==> config.mk <==
export PLATFORM = sky130hd
export DESIGN_NAME = timer_counter
export DESIGN_NICKNAME = d
export VERILOG_FILES = /design/src/rtl/tc_pkg.sv /design/src/rtl/timer_counter.sv
export SDC_FILE = /design/constraint.sdc
export NUM_CORES = 1
export LEC_CHECK = 0
export ABC_AREA = 1
export ABC_CLOCK_PERIOD_IN_PS = 1900
export BUFFER_PORTS_ARGS = -buffer_cell sky130_fd_sc_hd__clkbuf_2
export CAP_MARGIN = 30
export CORE_MARGIN = 8
export CORE_UTILIZATION = 51
export CTS_CLUSTER_SIZE = 20
export DETAILED_ROUTE_END_ITERATION = 10
export PLACE_DENSITY = 0.74
export SLEW_MARGIN = 15
export SYNTH_ARGS = -nofsm -noshare
export SYNTH_HDL_FRONTEND = slang
export SYNTH_SLANG_ARGS = --single-unit
==> constraint.sdc <==
create_clock -name clk -period 1.9 [get_ports clk]
set_clock_uncertainty 0.15 [all_clocks]
set_input_delay 0.38 -clock clk [delete_from_list [all_inputs] [get_ports clk]]
set_output_delay 0.38 -clock clk [all_outputs]
set_load 0.01 [all_outputs]
==> src/rtl/tc_pkg.sv <==
// Shared definitions for the memory-mapped timer: FSM states, register offsets,
// CTRL bit positions and mode codes.
package tc_pkg;

    typedef enum logic [1:0] {
        IDLE = 2'd0,
        LOAD = 2'd1,
        CNT  = 2'd2,
        INT  = 2'd3
    } tcState_e;

    localparam logic [1:0] ADDR_CTRL   = 2'd0;
    localparam logic [1:0] ADDR_PRESET = 2'd1;
    localparam logic [1:0] ADDR_COUNT  = 2'd2;

    localparam int CTRL_EN      = 0;
    localparam int CTRL_MODE_LO = 1;
    localparam int CTRL_MODE_HI = 2;
    localparam int CTRL_IM      = 3;
    localparam int CTRL_W       = 4;

    localparam logic [1:0] MODE_ONESHOT    = 2'b00;
    localparam logic [1:0] MODE_AUTORELOAD = 2'b01;

endpackage

==> src/rtl/timer_counter.sv <==
// Memory-mapped down-counting timer with CTRL/PRESET/COUNT registers and IRQ.
// Auto-reload mode is built only when TIMER_AUTORELOAD_EN is defined.
module timer_counter
    import tc_pkg::*;
(
    input  logic        clk,
    input  logic        reset,
    input  logic        sel,
    input  logic        we,
    input  logic [1:0]  addr,
    input  logic [31:0] wdata,
    output logic [31:0] rdata,
    output logic        irq
);

    logic [CTRL_W-1:0] ctrl;
    logic [31:0]       preset;
    logic [31:0]       count;
    logic              irqPend;
    tcState_e          state, stateNext;

    logic       ctrlWr, presetWr;
    logic       en, im, autoReload;
    logic [1:0] mode;

    assign ctrlWr   = sel & we & (addr == ADDR_CTRL);
    assign presetWr = sel & we & (addr == ADDR_PRESET);
    assign en       = ctrl[CTRL_EN];
    assign im       = ctrl[CTRL_IM];
    assign mode     = ctrl[CTRL_MODE_HI:CTRL_MODE_LO];

`ifdef TIMER_AUTORELOAD_EN
    assign autoReload = (mode == MODE_AUTORELOAD);
`else
    assign autoReload = 1'b0;
`endif

    always_ff @(posedge clk) begin
        if (reset) state <= IDLE;
        else       state <= stateNext;
    end

    always_comb begin
        stateNext = state;
        unique case (state)
            IDLE: stateNext = en ? LOAD : IDLE;
            LOAD: stateNext = en ? CNT : IDLE;
            CNT: begin
                if (!en)             stateNext = IDLE;
                else if (count == 0) stateNext = INT;
                else                 stateNext = CNT;
            end
            INT:  stateNext = autoReload ? LOAD : IDLE;
            default: stateNext = IDLE;
        endcase
    end

    // A CPU CTRL write in the INT cycle overrides the one-shot EN clear.
    always_ff @(posedge clk) begin
        if (reset) begin
            ctrl <= '0;
        end else if (ctrlWr) begin
            ctrl <= wdata[CTRL_W-1:0];
        end else if (state == INT && !autoReload) begin
            ctrl[CTRL_EN] <= 1'b0;
        end
    end

    always_ff @(posedge clk) begin
        if (reset)         preset <= '0;
        else if (presetWr) preset <= wdata;
    end

    always_ff @(posedge clk) begin
        if (reset) begin
            count <= '0;
        end else if (state == LOAD) begin
            count <= preset;
        end else if (state == CNT && en && count != 0) begin
            count <= count - 32'd1;
        end
    end

    // Auto-reload always passes through LOAD right after INT, which ends its pulse;
    // a one-shot pending bit only reaches LOAD after a CTRL write has cleared it.
    always_ff @(posedge clk) begin
        if (reset)               irqPend <= 1'b0;
        else if (ctrlWr)         irqPend <= 1'b0;
        else if (state == INT)   irqPend <= 1'b1;
        else if (state == LOAD)  irqPend <= 1'b0;
    end

    assign irq = irqPend & im;

    always_comb begin
        rdata = '0;
        unique case (addr)
            ADDR_CTRL:   rdata = {{(32-CTRL_W){1'b0}}, ctrl};
            ADDR_PRESET: rdata = preset;
            ADDR_COUNT:  rdata = count;
            default:     rdata = '0;
        endcase
    end

endmodule

==> metrics.md, run 1 <==
| Metric | Value |
|---|---|
| R2R setup slack | 80 ps |
| Final hold vios | 0 |
| Clock slew at reported path FFs | 80 ps |
| Cts hold-fix bufs | 0 |
| Synth-to-Final Area Change | 23.90% |
| # clock sinks | 71 |
| First-pass GRT wire length | 22.69 mm |
| Worst endpoint required time | 1370 ps |
| Worst-Skew Late Latency | 350 ps |
| Rows | 33 |
| Count of different cell masters after synthesis | 31 |
| Seq/Total Area, Yosys | 33.60% |
| Syn_area_per_cell | 5.992 sq um |
| CP Buf/Inv Count | 3 |
| GPL Wtd Cong | 0.9603 |
| Arr. time, crit path | 1290 ps |
| Period Utilization, post-route | 95.92% |
| Yosys reg bits | 71 |
| Max_cap viols | 0 |
| R2R depth | 10 |
| Core area | 8134 sq um |
| Largest net degree at the start of global routing | 46 |
| Crit Path Class | flop to output port |
| PD cells | 640.6 nW/um^2 |
| Setup bufs post-CTS | 0 |
| Drt pass-1 iters | 5 |
| Net Count, Synth | 745 |
| CTS max path bufs | 2 |
| GRT overflow | 0 |
| WL final | 13.90 mm |
| Worst Hold Class | input pin to flop |
| Largest cells by area after synthesis | dfxtp_1, nand2_1, nor2_1 |
| Lkg Pwr | 2.623 nW |
| Period minus WS final | 1822 ps |
| Worst path slowest cell | dfxtp_1 |
| Mapped Cells | 706 |
| EDFF count, synth | 0 |
| Initial antenna violation count | 0 |
| CTS buffer count | 9 |
| Synth cell count leaders | nand2_1, nor2_1, inv_1 |
| Synth Cell Area | 4230 sq um |
| Worst r2r src | count[1] |
| Initial Util | 52.01% |
| I/O Pins | 71 |
| Status | finished clean |
| Finished Core Util | 64.44% |
| Crit path max fanout | 4 |
| Area of the multi-input gates | 2449 sq um |
| Fillers | 771 |
| Most used standard cell by instance count after synthesis | nand2_1 |
| CTS tree | built |
| Die area | 11,470 sq um |
| Post-synth top flop | dfxtp_1 |
| Critical path capture point type | output port |
| Tightest Pin Transition | 409.3 ps |
| Fraction of layout cells with a size suffix above 1 | 20.10% |
| Share of synthesized registers carrying an async set or reset | 0% |
| Vias per cell | 5.323 |
| Die Y-Extent | 107.1 um |
| Slew headroom | 72.71% |
| Final setup violation count | 0 |
| Cell taking the most area after synthesis | dfxtp_1 |
| Nets | 840 |
| Max Freq | 548.7 MHz |
| Share of the synthesized area in the top cell type | 33.60% |
| Post-DRT Antenna Nets | 0 |
| DP Wirelength | 10.28 mm |
| Worst path top cell family by delay | flip-flops |
| Peak VDD IR | 0.0004026 V |
| N_diodes | 0 |
| Startpoint Class | flop |
| Syn. warnings | 0 |
| GRT Total Usage | 24.60% |
| Slew Limit Fails | 0 |
| Hold_ws | 99.61 ps |
| Pwr Total | 3.358 mW |
| H-tree Lvls | 3 |
| Setup TNS | 0 ps |
| Reg area | 1423 sq um |
| Reg-to-reg endpoint | count[17] |
| Die width | 107.1 um |
| Avg WL per Cell | 15.25 um |
| Min-delay src | wdata[19] |
| # DRC | 0 |
| RSZ-0062 raised after global routing | yes |
| Hold EP | preset[19] |
| Vias in the first global route | 4,800 |
| CP peak stage delay | 370 ps |
| CTS root buf | clkbuf_8 |
| DR iter-0 viols | 335 |
| Routed vias | 4,849 |
| # port buffers | 70 |
| Crit-path cells | buf_4 > inv_1 > o21ai_0 > clkbuf_2 |
| WHS Path Cells | 3 |
==> through the flow <==
step	setup WS [ps]	instance area [sq um]	std cells
finish	77.59	5241	911
detailed placement	-65.85	4966	895
global route	-13.19	5241	911
global placement	35.27	4966	895
floorplan	102.5	4230	706
CTS	11.44	5176	911
==> where the power goes <==
group          internal, mW  leakage (nW)  total [mW]  switching [mW]
combinational         0.197          1.94       0.512           0.315
clock                 0.658         0.105        1.30           0.640
sequential             1.52         0.575        1.55          0.0289
total                  2.37          2.62        3.36           0.984
==> metal layers <==
layer	GRT usage [%]	vias to the layer above	routed length [um]
met5	0	-	0
met2	39.23	181	6174
met4	11.06	0	354
met3	6.059	26	1153
met1	30.61	2210	6213
li1	-	2432	-
==> area by class of cell <==
| type | instances | share of cell area [%] |
|---|---|---|
| timing repair buffer | 113 | 14.32 |
| clock inverter | 5 | 1.241 |
| multi-input combinational | 531 | 46.72 |
| clock buffer | 11 | 2.698 |
| inverter | 75 | 5.371 |
| tap | 105 | 2.507 |
| sequential | 71 | 27.14 |
==> worst reg2reg max path, delay by kind of cell, from the launching register on <==
| kind | cells | cell delay (ps) |
|---|---|---|
| flip-flops | 1 | 330 |
| adder cells (fa/ha/maj) | 1 | 200 |
| AO/OA/AOI/OAI | 2 | 270 |
| buffers and inverters | 2 | 240 |
| AND/OR/NAND/NOR | 5 | 530 |
==> what timing repair did <==
item,CTS,global route
pin swaps,0,1
setup endpoints to repair,2,42
gates resized for setup,2,28
==> placed cells by master, fill, tap and decap left out, drive strengths merged, types with 3 or more instances in the layout <==
cell type and n:
nand2 196, clkbuf 81, o221ai 3, dfxtp 71, o22ai 7, buf 43
a21oi 45, o21ai 68, xor2 7, inv 76, a21boi 3, nand3 42
clkinv 3, nor2 144, nand4 9, nor3 3
==> flip-flops by register name, indices dropped and copies added (netlist names) <==
signal and flops:
preset 32, count 32, irqPend 1, state 2, ctrl 4
==> worst max path at each step <==
stage                         start          to  slack (ps)  cells past startpoint
after floorplan            count[0]   count[17]         100                     10
after global placement      addr[0]   preset[5]          40                      9
after detailed placement    addr[0]  preset[15]         -70                      9
after CTS                  count[1]   count[17]          10                     10
after global routing       count[0]   count[13]         -10                     11
final                     count[23]   rdata[23]          80                      4
==> cells by family (layout without fill, tap and decap cells) <==
logic type	Yosys count	in the layout	synth area share, %
flops	71	71	33.60
fa+ha+maj	1	1	0.2957
compound gates	127	127	16.00
buf+inv	104	204	9.760
simple gates	395	395	38.69
xor+xnor	8	8	1.656
Note: power is estimated with default switching activity, not from simulation.
==> run 2: changes to the inputs <==
--- a/config.mk
+++ b/config.mk
@@ -5,12 +5,11 @@
 export SDC_FILE = /design/constraint.sdc
 export NUM_CORES = 1
 export LEC_CHECK = 0
-export ABC_AREA = 1
 export ABC_CLOCK_PERIOD_IN_PS = 1900
 export BUFFER_PORTS_ARGS = -buffer_cell sky130_fd_sc_hd__clkbuf_2
 export CAP_MARGIN = 30
 export CORE_MARGIN = 8
-export CORE_UTILIZATION = 51
+export CORE_UTILIZATION = 50
 export CTS_CLUSTER_SIZE = 20
 export DETAILED_ROUTE_END_ITERATION = 10
 export PLACE_DENSITY = 0.74
==> metrics.md, run 2 <==
| Metric | Value |
|---|---|
| Period Utilization, post-route | 119.3% (was 95.92%) |
| Rows | 32 (was 33) |
| Worst endpoint required time | 2000 ps (was 1370 ps) |
| Die Y-Extent | 103.8 um (was 107.1 um) |
| Crit path max fanout | 2 (was 4) |
| Net Count, Synth | 519 (was 745) |
| Synth-to-Final Area Change | 55.45% (was 23.90%) |
| Finished Core Util | 78.80% (was 64.44%) |
| Post-Layout Inst Area | 5995 sq um (was 5241 sq um) |
| Worst-Skew Late Latency | 360 ps (was 350 ps) |
| Clock slew at reported path FFs | 80 ps (about the same) |
| Syn_area_per_cell | 8.034 sq um (was 5.992 sq um) |
| Most common cell after layout, fill and taps aside | nand2_1 (unchanged) |
| Period minus WS final | 2267 ps (was 1822 ps) |
| Failing checks | negative setup slack |
| Lkg Pwr | 2.497 nW (was 2.623 nW) |
| First-pass GRT wire length | 22.02 mm (was 22.69 mm) |
| Seq/Total Area, Yosys | 36.86% (was 33.60%) |
| Die area | 10,780 sq um (was 11,470 sq um) |
| Synth Cell Area | 3856 sq um (was 4230 sq um) |
| Largest net degree at the start of global routing | 33 (was 46) |
| GPL Wtd Cong | 0.9454 (was 0.9603) |
| Largest cells by area after synthesis | dfxtp_1, nand2_1, a22o_1 (was dfxtp_1, nand2_1, nor2_1) |
| Max_cap viols | 0 (unchanged) |
| Die width | 103.8 um (was 107.1 um) |
| Max Freq | 441.1 MHz (was 548.7 MHz) |
| Slew headroom | 72.99% (was 72.71%) |
| # DRC | 0 (unchanged) |
| Final hold vios | 0 (unchanged) |
| Area of the multi-input gates | 2761 sq um (was 2449 sq um) |
| Mapped Cells | 480 (was 706) |
| Initial antenna violation count | 0 (unchanged) |
| Cell taking the most area after synthesis | dfxtp_1 (unchanged) |
| EDFF count, synth | 0 (unchanged) |
| Fillers | 457 (was 771) |
| Post-DRT Antenna Nets | 0 (unchanged) |
| Slack of the critical path | -366.9 ps (was 77.59 ps) |
| Placed cell areas | 5102 sq um (was 4966 sq um) |
| Nets | 686 (was 840) |
| Share of the synthesized area in the top cell type | 36.86% (was 33.60%) |
| RSZ-0062 raised after global routing | yes (unchanged) |
| Commonest cells after routing, fill and taps aside | nand2_1, buf_4, clkbuf_2 (was nand2_1, nor2_1, inv_1) |
| GRT Total Usage | 24.75% (was 24.60%) |
| Most used standard cell by instance count after synthesis | nand2_1 (unchanged) |
| # clock sinks | 71 (unchanged) |
| Post-synth top flop | dfxtp_1 (unchanged) |
| Reg area | 1435 sq um (was 1423 sq um) |
| Tightest Pin Transition | 400.0 ps (was 409.3 ps) |
| DR iter-0 viols | 458 (was 335) |
| Core area | 7607 sq um (was 8134 sq um) |
| Fraction of layout cells with a size suffix above 1 | 46.39% (was 20.10%) |
| Avg WL per Cell | 19.91 um (was 15.25 um) |
| Slew Limit Fails | 0 (unchanged) |
| Count of different cell masters after synthesis | 69 (was 31) |
| Peak VDD IR | 0.0004597 V (was 0.0004026 V) |
| H-tree Lvls | 3 (unchanged) |
| Crit Path Class | flop to flop (was flop to output port) |
| GRT overflow | 0 (unchanged) |
| Drt pass-1 iters | 6 (was 5) |
| WHS Path Cells | 3 (unchanged) |
| Startpoint Class | flop (unchanged) |
| CTS tree | built (unchanged) |
| Worst Hold Class | input pin to flop (unchanged) |
| Arr. time, crit path | 2360 ps (was 1290 ps) |
| Critical path capture point type | flop (was output port) |
| Synth cell count leaders | nand2_1, dfxtp_1, a21oi_1 (was nand2_1, nor2_1, inv_1) |
| I/O Pins | 71 (unchanged) |
| CTS max path bufs | 2 (unchanged) |
| R2R depth | 5 (was 10) |
| # port buffers | 70 (unchanged) |
| Final setup violation count | 32 (was 0) |
| Vias in the first global route | 4,373 (was 4,800) |
| Largest registers | count: 32 flops, preset: 32 flops, ctrl: 4 flops (unchanged) |
| Initial Util | 50.69% (was 52.01%) |
| Vias per cell | 6.271 (was 5.323) |
| Share of synthesized registers carrying an async set or reset | 0% (unchanged) |
| Yosys reg bits | 71 (unchanged) |
| CTS buffer count | 9 (unchanged) |
| N_diodes | 0 (unchanged) |
| WL final | 14.99 mm (was 13.90 mm) |
| Syn. warnings | 0 (unchanged) |
| Status | complete, but fails checks (was finished clean) |
| PD cells | 524.8 nW/um^2 (was 640.6 nW/um^2) |
| CTS root buf | clkbuf_8 (unchanged) |
| Routed vias | 4,722 (was 4,849) |
| DP Wirelength | 9.502 mm (was 10.28 mm) |
==> run 2: cell types whose count changed after synthesis, moves of 11 or more <==
cell	delta
o311ai_0	+11
nand2_1	-92
nand3_1	-22
nor2_1	-117
inv_1	-70
a31oi_1	+15
o21ai_0	-57
a22o_1	+27
==> run 2: kinds of logic after synthesis <==
kind of cell,synth area share [%]
AOI/OAI and AO/OA,25.54
xor gates and xnor gates,0.6815
adders and majority gates,0.3244
buffers and inverters,4.802
DFF,36.86
muxes,2.369
and+or+nand+nor,29.43
==> run 2: repair_timing <==
item	in CTS	in global routing
pin swaps	40	42
gates cloned	1	0
endpoints found under the setup margin	35	44
hold buffers	0	0
buffers inserted	11	12
resized for setup	57	63
==> run 2: worst paths after layout <==
kind,from,endpoint,slack [ps]
min reg2reg,preset[26],preset[26],320
min,wdata[28],preset[28],80
max reg2reg,count[17],count[21],-370
max,count[17],count[21],-370
==> run 2: critical path, cell delays in order, from the launching register on <==
cell,delay [ps]
dfxtp_2,330
or4_4,540
or3_4,360
or2_0,210
o311a_1,290
o31a_1,290
==> run 2: layout make-up <==
class,count,area share [%]
timing repair buffer,191,24.09
clock buffer,11,2.359
inverter,4,0.2505
clock inverter,4,1.169
multi-input combinational,370,46.07
tap,102,2.129
sequential,71,23.94
==> run 2: power breakdown <==
part	internal, mW	switching (mW)	leakage [nW]	total [mW]
clock network	0.765	0.591	0.109	1.36
logic	0.115	0.156	1.81	0.272
registers	1.50	0.0159	0.578	1.52
total	2.38	0.764	2.50	3.15
==> run 2: per-stage QoR <==
| stage | TNS (ps) | hold WS, ps | total power [mW] | setup WS (ps) | std cells |
|---|---|---|---|---|---|
| detailed placement | -5449 | 314.0 | 1.787 | -354.5 | 718 |
| floorplan | -1784 | 294.4 | 1.668 | -370.6 | 480 |
| global route | -9465 | 85.86 | 3.220 | -430.6 | 753 |
| finish | -6344 | 76.79 | 3.146 | -366.9 | 753 |
| CTS | -3652 | 69.65 | 3.122 | -332.1 | 745 |
| global placement | -4297 | 304.4 | 1.783 | -323.8 | 718 |
==> run 2: per-layer routing <==
layer | global-route usage (%) | part of all wire [%] | vias to the layer above
met5 | 0 | 0 | -
met4 | 8.893 | 3.6 | 0
met3 | 6.134 | 7.9 | 60
met2 | 39.92 | 47 | 279
met1 | 31.25 | 41 | 2249
li1 | - | - | 2134
